## config.mk

```make
export PLATFORM = sky130hd
export DESIGN_NAME = alu_op_sequencer
export DESIGN_NICKNAME = d
export VERILOG_FILES = /design/src/rtl/alu_seq_pkg.sv /design/src/rtl/alu_op_sequencer.sv
export SDC_FILE = /design/constraint.sdc
export NUM_CORES = 1
export LEC_CHECK = 0
export CORE_UTILIZATION = 42
export CTS_CLUSTER_SIZE = 8
export DETAILED_ROUTE_END_ITERATION = 16
export PLACE_DENSITY = 0.8
export SYNTH_ARGS = -nofsm -noshare
export SYNTH_HDL_FRONTEND = slang
export SYNTH_SLANG_ARGS = --single-unit
```

## constraint.sdc

```tcl
create_clock -name clk -period 6.8 [get_ports clk]
set_clock_uncertainty 0.1 [all_clocks]
set_input_delay 1.36 -clock clk [delete_from_list [all_inputs] [get_ports clk]]
set_output_delay 1.36 -clock clk [all_outputs]
set_load 0.005 [all_outputs]
```

## src/rtl/alu_seq_pkg.sv

```systemverilog
// Opcode values and FSM state encoding shared by the ALU operation sequencer.
package alu_seq_pkg;

    localparam logic [2:0] OP_ADD = 3'd0;
    localparam logic [2:0] OP_SUB = 3'd1;
    localparam logic [2:0] OP_MUL = 3'd2;
    localparam logic [2:0] OP_DIV = 3'd3;
    localparam logic [2:0] OP_MOD = 3'd4;
    localparam logic [2:0] OP_AND = 3'd5;
    localparam logic [2:0] OP_OR  = 3'd6;
    localparam logic [2:0] OP_XOR = 3'd7;

    typedef enum logic [1:0] {
        IDLE = 2'd0,
        READ = 2'd1,
        EXEC = 2'd2,
        WB   = 2'd3
    } state_t;

endpackage

```

## src/rtl/alu_op_sequencer.sv

```systemverilog
// Four-state controller sequencing one register-to-register ALU op: IDLE -> READ -> EXEC -> WB.
// Optional macro DIV0_CHECK_EN turns div/mod by zero into a faulted op (no write, done_err=1).
module alu_op_sequencer
    import alu_seq_pkg::*;
#(
    parameter int DATA_W   = 32,
    parameter int ADDR_W   = 5,
    parameter int OP_W     = 3,
    parameter int ZERO_REG = 1
) (
    input  logic              clk,
    input  logic              rst,
    input  logic              in_valid,
    output logic              in_ready,
    input  logic [OP_W-1:0]   in_op,
    input  logic [ADDR_W-1:0] in_rs1,
    input  logic [ADDR_W-1:0] in_rs2,
    input  logic [ADDR_W-1:0] in_rd,
    output logic [ADDR_W-1:0] rf_ra1,
    output logic [ADDR_W-1:0] rf_ra2,
    input  logic [DATA_W-1:0] rf_rd1,
    input  logic [DATA_W-1:0] rf_rd2,
    output logic              rf_we,
    output logic [ADDR_W-1:0] rf_wa,
    output logic [DATA_W-1:0] rf_wd,
    output logic [DATA_W-1:0] alu_a,
    output logic [DATA_W-1:0] alu_b,
    output logic [OP_W-1:0]   alu_s,
    input  logic [DATA_W-1:0] alu_c,
    output logic              done,
    output logic              done_err,
    output logic [15:0]       op_count
);

    state_t            state;
    logic [OP_W-1:0]   op_l;
    logic [ADDR_W-1:0] rd_l;
    logic              wr_sup;

    assign wr_sup = (ZERO_REG != 0) && (rd_l == '0);

`ifdef DIV0_CHECK_EN
    logic fault;
    assign fault = ((op_l == OP_W'(OP_DIV)) || (op_l == OP_W'(OP_MOD))) && (alu_b == '0);
`else
    // The external ALU result is undefined for a zero divisor, so pin it to a known value.
    function automatic logic [DATA_W-1:0] div0_fix(input logic [OP_W-1:0]   op,
                                                   input logic [DATA_W-1:0] a,
                                                   input logic [DATA_W-1:0] b,
                                                   input logic [DATA_W-1:0] c);
        if (b == '0 && op == OP_W'(OP_DIV))
            return '1;
        else if (b == '0 && op == OP_W'(OP_MOD))
            return a;
        else
            return c;
    endfunction
    assign done_err = 1'b0;
`endif

    always_ff @(posedge clk or posedge rst) begin
        if (rst) begin
            state    <= IDLE;
            in_ready <= 1'b1;
            op_l     <= '0;
            rd_l     <= '0;
            rf_ra1   <= '0;
            rf_ra2   <= '0;
            rf_we    <= 1'b0;
            rf_wa    <= '0;
            rf_wd    <= '0;
            alu_a    <= '0;
            alu_b    <= '0;
            alu_s    <= '0;
            done     <= 1'b0;
            op_count <= '0;
`ifdef DIV0_CHECK_EN
            done_err <= 1'b0;
`endif
        end else begin
            rf_we <= 1'b0;
            done  <= 1'b0;
`ifdef DIV0_CHECK_EN
            done_err <= 1'b0;
`endif
            case (state)
                IDLE: begin
                    if (in_valid) begin
                        op_l     <= in_op;
                        rd_l     <= in_rd;
                        rf_ra1   <= in_rs1;
                        rf_ra2   <= in_rs2;
                        in_ready <= 1'b0;
                        state    <= READ;
                    end
                end
                // READ: register-file data is valid this cycle; latch it as ALU operands
                READ: begin
                    alu_a <= rf_rd1;
                    alu_b <= rf_rd2;
                    alu_s <= op_l;
                    state <= EXEC;
                end
                // EXEC: ALU result is valid this cycle; stage the writeback
                EXEC: begin
                    alu_s    <= '0;
                    rf_wa    <= rd_l;
                    done     <= 1'b1;
                    op_count <= op_count + 16'd1;
`ifdef DIV0_CHECK_EN
                    rf_we    <= !(wr_sup || fault);
                    rf_wd    <= alu_c;
                    done_err <= fault;
`else
                    rf_we    <= !wr_sup;
                    rf_wd    <= div0_fix(op_l, alu_a, alu_b, alu_c);
`endif
                    state    <= WB;
                end
                WB: begin
                    in_ready <= 1'b1;
                    state    <= IDLE;
                end
                default: begin
                    in_ready <= 1'b1;
                    state    <= IDLE;
                end
            endcase
        end
    end

endmodule

```

==> impl_metrics.yaml <==
run_status:
  status: "completed"
sta:
  hold_violations: 0
  setup_tns_ps: 0
  min_period_ps: 2923
  final_max_slew_viol_count: 0
  layout_setup_ws_ps: 3877
  maxSlewHeadroom_pct: 16.42
  setup_viol: 0
  rsz0062_at_grt: "no"
  tightest_slew_ps: 1254
  final.period_utilization_pct: 42.98
  clock.fmax_mhz: 342.1
power_and_ir_drop:
  vdd_drop_max_mv: 0.2576
  powerDensity_nw_per_um2: 464.8
  p_leak_nw: 3.721
detailed_routing:
  drtAntennaViolNets: 0
  drtIter0Drc: 253
  routed-via-count: 4408
  vias_per_cell: 5.235
  dr.pass1.iters: 5
  remaining_drc_errors: 0
  drt-total-wl_um: 15380
  wl_per_cell_um: 18.27
setup_path:
  worstPathCellList: "clkdlybuf4s50_1"
  reg2reg_to: "rf_wd[25]"
  cp_max_fo: 3
  r2r.worst_path.cells: 4
  startpoint_type: "flop"
  critical_path_class: "flop to output pin"
  cp_data_required_time_ps: 5340
  crit_buf_inv: 1
  arrival_ps: 1460
  startpoint: "in_ready"
  path_depth: 1
  crit_end: "in_ready"
  rr_startpoint: "alu_b[20]"
  crit_slowest_cell: "dfstp_2"
  end_kind: "output pin"
  slowest_delay_ps: 540
  r2r_setup_slack_ps: 4150
  crit_family: "flip-flops"
synthesis:
  synth_area_um2: 5797
  yosysSeqAreaShare_pct: 61.75
  synth_fp_nets: 524
  synth-compound-area-share_pct: 7.295
  synthAdderAreaFrac_pct: 1.079
  synthSimpleGateAreaFrac_pct: 7.921
  async_flop_share_pct: 100.0
  synth_top_area_share_pct: 61.30
  yosysTopAreaCell: "dfrtp_1"
  synth_edf_count: 0
  muxShareOfSynthArea_pct: 17.27
  yosysWarnings: 0
  synth_xor_area_share_pct: 2.266
  ys_ff_latch: 143
  synth-main-ff-cell: "dfrtp_1"
  synth_cell_types: 35
  synth.area.top_cells: "dfrtp_1 (61%), mux2_1 (17%), o221a_1 (6.2%)"
  synth_top_family_by_area: "multiplexers"
  synthTopCellsByCount: "dfrtp_1 (142), mux2_1 (88), o221a_1 (32)"
  syn-instance-count: 402
  yosysMostFrequentCell: "dfrtp_1"
  avgSynthCellArea_um2: 14.42
floorplanning:
  die_w_um: 119.5
  initial_utilization_pct: 43.43
  dieArea_um2: 14280
  die_y_um: 119.5
  ioPinCount: 251
  fp.coreArea_um2: 13350
  fp-row-count: 42
cts:
  cts_resized: 0
  cts_tree: "built"
  ctsRootBufferMaster: "clkbuf_16"
  clockBufferDepth: 2
  h-tree-depth: 4
  cts_setup_buffers: 0
  clk_pin_slew_worst_paths_ps: 60
  cts_num_sinks: 143
  clk_latency_ps: 410
  holdBufCountCts: 0
  numCtsBuffers: 17
placement:
  portBuffers: 249
  dp_slack_ps: 3470
  post-dp-hpwl_um: 10800
  gp_congestion: 0.8816
flow_run:
  maxCapViolCount: 0
final_layout:
  seqCellArea_um2: 3580
  antenna_cells: 0
  n_fill_cell: 969
  layout.nets: 775
  drive_gt1_share_pct: 8.408
  multi_input_area_um2: 2092
  synthToLayoutAreaGrowth_pct: 55.75
grt:
  grt_overflow: 0
  antenna_found_initial: 0
  top_usage_layer: "met2"
  grt_max_degree: 87
  grt_use_met3_pct: 7.328
  track_usage_pct: 22.96
  grt_pass1_vias: 4718
  use_met2_pct: 38.22
  grt_pass1_wl_um: 25020
  globalRouteMet1Util_pct: 27.00
worst_hold_path:
  hp-class: "flop to flop"
==> flip-flops by register name, summed over array words and instances (netlist names) <==
signal    count
alu_s         3
op_count     16
in_ready      1
rf_we         1
rf_ra1        5
alu_b        32
rf_wd        32
op_l          3
done          1
rf_wa         5
rf_ra2        5
state         2
rd_l          5
alu_a        32
==> stage by stage <==
| stage | power [W] | hold slack (ps) | instance area [um^2] | util, % | std cells |
|---|---|---|---|---|---|
| after CTS | 0.004244 | 383.7 | 9029 | 67.64 | 842 |
| after floorplan | 0.002254 | 364.7 | 5797 | - | 402 |
| after detailed placement | 0.003310 | 372.8 | 8446 | 63.27 | 810 |
| after global routing | 0.004457 | 392.6 | 9029 | 67.64 | 842 |
| after global placement | 0.003241 | 365.3 | 8446 | 63.27 | 810 |
| final | 0.004196 | 376.0 | 9029 | 67.64 | 842 |
==> cell usage in the layout (no fill, tap or decap), types with 2 or more instances in the layout <==
| cell type | Yosys | routed |
|---|---|---|
| or2_1 | 16 | 16 |
| clkbuf_8 | 0 | 3 |
| nor4_1 | 8 | 8 |
| clkdlybuf4s50_1 | 0 | 249 |
| inv_1 | 7 | 6 |
| o221a_1 | 32 | 32 |
| nor3_1 | 3 | 3 |
| bufinv_16 | 0 | 2 |
| or2_2 | 16 | 16 |
| nand4_1 | 7 | 7 |
| mux2_1 | 88 | 88 |
| nand2_1 | 7 | 7 |
| o21ai_1 | 3 | 3 |
| nand3_1 | 3 | 3 |
| ha_1 | 5 | 4 |
| buf_4 | 1 | 4 |
| dfrtp_1 | 142 | 142 |
| xnor2_1 | 6 | 6 |
| clkbuf_16 | 0 | 17 |
| and3_1 | 2 | 2 |
| a21oi_1 | 3 | 3 |
| nand3b_1 | 3 | 3 |
| nor2_1 | 9 | 9 |
| clkinv_2 | 0 | 8 |
| xor2_1 | 9 | 9 |
==> area by class of cell <==
class,instances,area share (%)
Clock buffer,20,5.169
Clock inverter,12,1.289
Inverter,7,0.3465
Multi-Input combinational cell,231,23.17
Sequential cell,143,39.65
Tap cell,176,2.439
Timing Repair Buffer,253,27.94
==> how the worst min path moves through the flow <==
stage                       startpoint  cells after the start  slack [ps]            to
after floorplan           op_count[15]                      1         360  op_count[15]
after global placement    op_count[15]                      1         370  op_count[15]
after detailed placement  op_count[15]                      1         370  op_count[15]
after CTS                 op_count[15]                      1         380  op_count[15]
after global routing      op_count[15]                      1         390  op_count[15]
final                     op_count[15]                      1         380  op_count[15]
==> report_power, final <==
group	internal (W)	leakage (nW)	total (W)	switching, W
registers	0.00127	1.69	0.00157	0.000308
logic	0.00111	1.74	0.00172	0.000611
clock network	0.000564	0.295	0.000903	0.000339
total	0.00294	3.72	0.00420	0.00126
==> cells by family after synthesis <==
logic type / count (synthesis)
fa+ha+maj: 5
buf+inv: 28
flops: 143
simple gates: 79
compound gates: 42
mux: 89
xor+xnor: 15
other cells: 1
==> layer usage <==
metal / vias up / part of all wire, %
li1: 1956 / -
met5: - / 0
met4: 0 / 2.9
met2: 204 / 50
met3: 30 / 7.6
met1: 2218 / 40
(Power assumes the default switching activity.)
